File: src/rtl/decrypt_iter_128a_if.sv
// Request/response bundle for the iterative Ascon-128a decryptor.
interface decrypt_iter_128a_if;
  logic         start;
  logic [127:0] SK;
  logic [127:0] N;
  logic [127:0] A;
  logic [127:0] C;
  logic [127:0] T;
  logic [127:0] P;
  logic         busy;
  logic         valid;
  logic         tag_ok;

  modport master (
    output start, SK, N, A, C, T,
    input  P, busy, valid, tag_ok
  );

  modport slave (
    input  start, SK, N, A, C, T,
    output P, busy, valid, tag_ok
  );
endinterface

File: src/rtl/decrypt_iter_128a.sv
// Round-iterative Ascon-128a decryptor: one AD block, one ciphertext block,
// one permutation round per clock, fixed 49-cycle latency. Plaintext is only
// released once the full 128-bit tag has been verified.
module decrypt_iter_128a #(
  parameter logic [63:0] IV       = 64'h80800c0800000000,
  parameter int unsigned ROUNDS_A = 12,
  parameter int unsigned ROUNDS_B = 8
) (
  input logic                  CLK,
  input logic                  RST,
  decrypt_iter_128a_if.slave   bus
);

  typedef logic [4:0][63:0] state_t;  // index w holds Ascon word Sw

  // CTPAD has no rounds of its own; its key addition is folded into CT's last cycle.
  typedef enum logic [2:0] {
    StIdle, StInit, StAd, StAdPad, StCt, StFinal, StCheck
  } st_e;

  localparam logic [3:0]  LastA = 4'(ROUNDS_A - 1);
  localparam logic [3:0]  LastB = 4'(ROUNDS_B - 1);
  localparam logic [63:0] Pad   = 64'h8000_0000_0000_0000;

  function automatic logic [63:0] ror64(input logic [63:0] x, input int unsigned n);
    return (x >> n) | (x << (64 - n));
  endfunction

  // One Ascon round: constant addition, bitsliced S-box, linear diffusion.
  function automatic state_t ascon_round(input state_t s, input logic [7:0] rc);
    logic [63:0] x0, x1, x2, x3, x4;
    logic [63:0] t0, t1, t2, t3, t4;
    state_t      r;
    x0 = s[0];
    x1 = s[1];
    x2 = s[2] ^ {56'd0, rc};
    x3 = s[3];
    x4 = s[4];
    x0 = x0 ^ x4;
    x4 = x4 ^ x3;
    x2 = x2 ^ x1;
    t0 = ~x0 & x1;
    t1 = ~x1 & x2;
    t2 = ~x2 & x3;
    t3 = ~x3 & x4;
    t4 = ~x4 & x0;
    x0 = x0 ^ t1;
    x1 = x1 ^ t2;
    x2 = x2 ^ t3;
    x3 = x3 ^ t4;
    x4 = x4 ^ t0;
    x1 = x1 ^ x0;
    x0 = x0 ^ x4;
    x3 = x3 ^ x2;
    x2 = ~x2;
    r[0] = x0 ^ ror64(x0, 19) ^ ror64(x0, 28);
    r[1] = x1 ^ ror64(x1, 61) ^ ror64(x1, 39);
    r[2] = x2 ^ ror64(x2, 1)  ^ ror64(x2, 6);
    r[3] = x3 ^ ror64(x3, 10) ^ ror64(x3, 17);
    r[4] = x4 ^ ror64(x4, 7)  ^ ror64(x4, 41);
    return r;
  endfunction

  st_e          state_q, state_d;
  state_t       s_q, s_d;
  logic [3:0]   cnt_q, cnt_d;
  logic [127:0] k_q, k_d;
  logic [127:0] a_q, a_d;
  logic [127:0] c_q, c_d;
  logic [127:0] t_q, t_d;
  logic [127:0] pint_q, pint_d;
  logic [127:0] tag_q, tag_d;
  logic [127:0] p_q, p_d;
  logic         busy_q, busy_d;
  logic         valid_q, valid_d;
  logic         tag_ok_q, tag_ok_d;

  logic [3:0]   ridx;
  logic [7:0]   rc;
  state_t       rnd;
  logic         last;

  // Round constant index counts up while cnt counts the remaining rounds down.
  always_comb begin
    ridx = LastA - cnt_q;
    rc   = {4'hf - ridx, ridx};
    rnd  = ascon_round(s_q, rc);
    last = (cnt_q == 4'd0);
  end

  // Next-state and datapath decode for the phase sequencer.
  always_comb begin
    state_d  = state_q;
    s_d      = s_q;
    cnt_d    = cnt_q;
    k_d      = k_q;
    a_d      = a_q;
    c_d      = c_q;
    t_d      = t_q;
    pint_d   = pint_q;
    tag_d    = tag_q;
    p_d      = p_q;
    busy_d   = busy_q;
    valid_d  = valid_q;
    tag_ok_d = tag_ok_q;

    unique case (state_q)
      StIdle: begin
        if (bus.start) begin
          k_d      = bus.SK;
          a_d      = bus.A;
          c_d      = bus.C;
          t_d      = bus.T;
          s_d[0]   = IV;
          s_d[1]   = bus.SK[127:64];
          s_d[2]   = bus.SK[63:0];
          s_d[3]   = bus.N[127:64];
          s_d[4]   = bus.N[63:0];
          cnt_d    = LastA;
          busy_d   = 1'b1;
          valid_d  = 1'b0;
          p_d      = '0;
          tag_ok_d = 1'b0;
          state_d  = StInit;
        end
      end
      StInit: begin
        s_d   = rnd;
        cnt_d = cnt_q - 4'd1;
        if (last) begin
          s_d[3]  = rnd[3] ^ k_q[127:64];
          s_d[4]  = rnd[4] ^ k_q[63:0];
          s_d[0]  = rnd[0] ^ a_q[127:64];
          s_d[1]  = rnd[1] ^ a_q[63:0];
          cnt_d   = LastB;
          state_d = StAd;
        end
      end
      StAd: begin
        s_d   = rnd;
        cnt_d = cnt_q - 4'd1;
        if (last) begin
          s_d[0]  = rnd[0] ^ Pad;
          cnt_d   = LastB;
          state_d = StAdPad;
        end
      end
      StAdPad: begin
        s_d   = rnd;
        cnt_d = cnt_q - 4'd1;
        if (last) begin
          s_d[4]  = rnd[4] ^ 64'd1;
          pint_d  = {rnd[0], rnd[1]} ^ c_q;
          s_d[0]  = c_q[127:64];
          s_d[1]  = c_q[63:0];
          cnt_d   = LastB;
          state_d = StCt;
        end
      end
      StCt: begin
        s_d   = rnd;
        cnt_d = cnt_q - 4'd1;
        if (last) begin
          // Empty final block padding plus finalisation key addition.
          s_d[0]  = rnd[0] ^ Pad;
          s_d[2]  = rnd[2] ^ k_q[127:64];
          s_d[3]  = rnd[3] ^ k_q[63:0];
          cnt_d   = LastA;
          state_d = StFinal;
        end
      end
      StFinal: begin
        s_d   = rnd;
        cnt_d = cnt_q - 4'd1;
        if (last) begin
          tag_d   = {rnd[3] ^ k_q[127:64], rnd[4] ^ k_q[63:0]};
          cnt_d   = 4'd0;
          state_d = StCheck;
        end
      end
      StCheck: begin
        // Full-width compare, no early exit.
        tag_ok_d = (tag_q == t_q);
        p_d      = (tag_q == t_q) ? pint_q : '0;
        valid_d  = 1'b1;
        busy_d   = 1'b0;
        state_d  = StIdle;
      end
      default: state_d = StIdle;
    endcase
  end

  // State register with synchronous reset that aborts any operation.
  always_ff @(posedge CLK) begin
    if (RST) begin
      state_q  <= StIdle;
      s_q      <= '0;
      cnt_q    <= '0;
      k_q      <= '0;
      a_q      <= '0;
      c_q      <= '0;
      t_q      <= '0;
      pint_q   <= '0;
      tag_q    <= '0;
      p_q      <= '0;
      busy_q   <= 1'b0;
      valid_q  <= 1'b0;
      tag_ok_q <= 1'b0;
    end else begin
      state_q  <= state_d;
      s_q      <= s_d;
      cnt_q    <= cnt_d;
      k_q      <= k_d;
      a_q      <= a_d;
      c_q      <= c_d;
      t_q      <= t_d;
      pint_q   <= pint_d;
      tag_q    <= tag_d;
      p_q      <= p_d;
      busy_q   <= busy_d;
      valid_q  <= valid_d;
      tag_ok_q <= tag_ok_d;
    end
  end

  assign bus.P      = p_q;
  assign bus.busy   = busy_q;
  assign bus.valid  = valid_q;
  assign bus.tag_ok = tag_ok_q;

endmodule

File: src/flat_wrapper.sv
// flat-port wrapper written by rule: the top's interface ports become plain ports
module decrypt_iter_128a_flat 
#(
  parameter logic [63:0] IV       = 64'h80800c0800000000,
  parameter int unsigned ROUNDS_A = 12,
  parameter int unsigned ROUNDS_B = 8
)
  (CLK, RST, bus_start, bus_SK, bus_N, bus_A, bus_C, bus_T, bus_P, bus_busy, bus_valid, bus_tag_ok);
  decrypt_iter_128a_if bus_i ();
  input logic CLK;
  input logic RST;
  input wire logic [$bits(bus_i.start)-1:0] bus_start;
  input wire logic [$bits(bus_i.SK)-1:0] bus_SK;
  input wire logic [$bits(bus_i.N)-1:0] bus_N;
  input wire logic [$bits(bus_i.A)-1:0] bus_A;
  input wire logic [$bits(bus_i.C)-1:0] bus_C;
  input wire logic [$bits(bus_i.T)-1:0] bus_T;
  output wire logic [$bits(bus_i.P)-1:0] bus_P;
  output wire logic [$bits(bus_i.busy)-1:0] bus_busy;
  output wire logic [$bits(bus_i.valid)-1:0] bus_valid;
  output wire logic [$bits(bus_i.tag_ok)-1:0] bus_tag_ok;
  assign bus_i.start = bus_start;
  assign bus_i.SK = bus_SK;
  assign bus_i.N = bus_N;
  assign bus_i.A = bus_A;
  assign bus_i.C = bus_C;
  assign bus_i.T = bus_T;
  assign bus_P = bus_i.P;
  assign bus_busy = bus_i.busy;
  assign bus_valid = bus_i.valid;
  assign bus_tag_ok = bus_i.tag_ok;
  decrypt_iter_128a #(.IV(IV), .ROUNDS_A(ROUNDS_A), .ROUNDS_B(ROUNDS_B)) u_core (.CLK(CLK), .RST(RST), .bus(bus_i));
endmodule
File: config.mk
export PLATFORM = sky130hd
export DESIGN_NAME = decrypt_iter_128a_flat
export DESIGN_NICKNAME = d
export VERILOG_FILES = /design/src/rtl/decrypt_iter_128a_if.sv /design/src/rtl/decrypt_iter_128a.sv /design/src/flat_wrapper.sv
export SDC_FILE = /design/constraint.sdc
export NUM_CORES = 2
export LEC_CHECK = 0
export CELL_PAD_IN_SITES_DETAIL_PLACEMENT = 1
export CELL_PAD_IN_SITES_GLOBAL_PLACEMENT = 2
export CORE_ASPECT_RATIO = 1.2
export CORE_MARGIN = 5
export CORE_UTILIZATION = 38
export DETAILED_ROUTE_END_ITERATION = 8
export PLACE_DENSITY = 0.95
export REMOVE_ABC_BUFFERS = 1
export SETUP_SLACK_MARGIN = 0.15
export SLEW_MARGIN = 20
export SYNTH_ARGS = -nofsm -noshare
export SYNTH_HDL_FRONTEND = slang
export SYNTH_SLANG_ARGS = --single-unit
File: constraint.sdc
create_clock -name CLK -period 7.5 [get_ports CLK]
set_clock_uncertainty 0.2 [all_clocks]
set_input_delay 0.75 -clock CLK [delete_from_list [all_inputs] [get_ports CLK]]
set_output_delay 0.75 -clock CLK [all_outputs]
set_load 0.1 [all_outputs]
==> metrics <==
Crit Path Category reg -> reg; unrepaired setup endpoints after global routing false; clk root buf clkbuf_16; status complete, no violations; maximum number of pins on one net before global-route repair 180; Yosys top cell by area dfxtp_1; clock period minus worst slack 4.86 ns; Post-Synthesis Mean Instance Area 8.39 um^2; number of CTS-inserted buffers 141; measured slew at the worst slew-check pin 1.35 ns; number of distinct standard cells referenced by the synthesized netlist 75; Rel. slew slack 9.41%; cts repair resizes 0; count of final hold-check violations 0; count of clock tree sinks 1226; FP Rows 175; number of flops mapped to enable cells by yosys 0; proportion of netlist area held by the largest area contributor 33.8%; count of routing violations after the opening detailed-route iteration 8758; Final Instance Count excl. Fillers 11700; worst path cell trace buf_4, nand2_4, nor2_4, buf_12, a221oi_1, mux2i_1, o211ai_1, a21oi_1; total global routing overflow 0; Post-Syn Area 72700 um^2; Setup Fix Bufs, Post-CTS 0; number of input and output port buffers inserted 773; yosys synthesis warning count 0; Post-Route WL 385 mm; gate count after technology mapping 8666; placed wire-length estimate after detailed placement 285 mm; die span in x 409 um; register area share after synthesis 33.8%; largest cells by area after synthesis dfxtp_1, nand2_1, a21oi_1; total of hold buffers inserted after clock tree synthesis 0; post-synthesis register bit count 1226; I/O pin count 774; Wirelength per Cell 32.9 um; fin crit share 64.7%; Max stage delay cell, worst path mux2i_1; crit-path max FO 94; CORE AREA 190000 um^2; fraction of final layout cells with drive strength greater than 1 6.32%; classification of the worst-slack hold path reg -> reg; final slew viol count 0; FILL cells 22000; number of buffers on the longest clock path 3; area of placed instances 82800 um^2; sort of element at the end of the critical path register; clock tree from TritonCTS built; overall die area 200000 um^2; required time reported for the critical path endpoint 8.07 ns; Reg clk slew, reported paths 0.07 ns; Setup Total Neg Slack 0 ns; antenna violations before repair 67; number of global-route vias before repair 70900; relative area change from synthesis to final layout 20.8%; async set or reset register ratio after synthesis 0%; mean number of vias per cell 6.16; worst stage delay on the critical path 0.78 ns; count of max-cap constraint violations 0; commonest register cell after synthesis dfxtp_1; Chip Height 489 um; routability cong. 1.05; clock network latency to the later pin of the worst-skew pair 0.85 ns; Finished Cell Area 87800 um^2; number of setup violations in the final report 0; number of cells after detailed placement 11400; top cells by count, synth nand2_1, dfxtp_1, a21oi_1; CTS H-tree depth 4; total iterations of the first detailed-routing run 5; number of nets in the final layout 9851; count of unresolved DRC violations after routing 0; most frequent cell after synthesis nand2_1; wire length of the first global-routing pass 533 mm; final antenna-violating net count 0; initial standard-cell utilization of the core 38.3%; global router's overall resource usage 36.7%; Critical Path Start Type register; achievable frequency 206 MHz; vias after detailed routing 72000; critical path data arrival time 5.42 ns
-- through the flow --
stage                     setup WS [ns]  util [%]  hold WS, ns
after global routing               2.80      46.2        0.253
after detailed placement           2.90      43.6        0.247
after floorplan                  -25.02         -        0.225
after global placement             3.07      43.6        0.240
final                              2.64      46.3        0.256
after CTS                          3.01      46.2        0.220
-- sequential cells by signal (all words and copies together) (netlist names), 128 cells and up --
name,count
u_core.c_q,128
u_core.k_q,128
u_core.s_q,320
u_core.a_q,128
u_core.tag_q,128
u_core.bus.P,128
u_core.t_q,128
u_core.pint_q,128
-- cell families (layout without fill, tap and decap cells) --
family	count (synthesis)	count (layout)	synth area share, %
XOR/XNOR	1262	1262	21.1
adder cells (fa/ha/maj)	193	193	3.11
AO/OA/AOI/OAI	2351	2351	20.3
buffers and inverters	871	1392	4.63
other	0	30	0
multiplexers	166	166	2.41
AND/OR/NAND/NOR	2597	2597	14.7
flip-flops	1226	1226	33.8
-- metal layers --
| metal | wire length, um | vias up | track usage (%) |
|---|---|---|---|
| li1 | - | 30900 | - |
| met1 | 154000 | 36000 | 48.0 |
| met2 | 159000 | 4077 | 53.4 |
| met3 | 42700 | 915 | 10.4 |
| met4 | 28400 | 44 | 22.7 |
| met5 | 296 | - | 0 |
-- critical path: cells and delay by family (launching register included) --
kind	cells	cell delay (ns)
AO/OA/AOI/OAI	3	0.53
buffers and inverters	2	1.07
flip-flops	1	0.46
multiplexers	1	0.78
AND/OR/NAND/NOR	2	1.37
-- worst paths after layout --
| kind | from | to | slack [ns] | depth (start not counted) |
|---|---|---|---|---|
| max | u_core.state_q[0] | u_core.s_q[115] | 2.64 | 8 |
| min | u_core.pint_q[26] | u_core.pint_q[26] | 0.26 | 2 |
| max reg2reg | u_core.state_q[0] | u_core.s_q[115] | 2.64 | 8 |
| min reg2reg | u_core.pint_q[26] | u_core.pint_q[26] | 0.26 | 2 |
-- layout by cell type (no fill, tap or decap), drive strengths merged, types with 9 or more instances in the layout --
cell type,count
maj3,64
a32oi,54
o21bai,103
o21ai,122
a21oi,1126
a211oi,224
o22ai,63
clkdlybuf4s50,772
xnor3,244
a221oi,107
ha,129
nor4,15
xor3,40
mux2i,95
diode,30
a22oi,303
nand4bb,46
a311oi,66
nor3,50
and2,32
nand3,66
clkbuf,193
clkinv,26
mux2,71
inv,213
buf,160
xnor2,628
nand2,1641
and3,55
or3,9
a211o,10
o211ai,70
nor2,635
dfxtp,1226
a31oi,63
clkinvlp,12
xor2,350
bufinv,16
nand4,29
-- layout make-up --
class / count / area [um^2] / area share [%]
Inverter: 209 / 786 / 0.895
Sequential cell: 1226 / 24600 / 28.0
Clock inverter: 58 / 866 / 0.986
Timing Repair Buffer: 932 / 9280 / 10.6
Tap cell: 2478 / 3100 / 3.53
Multi-Input combinational cell: 6569 / 45100 / 51.4
Clock buffer: 193 / 4020 / 4.58
Antenna cell: 30 / 75.1 / 0.0855
Power is not shown: default switching activity piles up to over one toggle a cycle in this logic, so the estimate is an artifact.
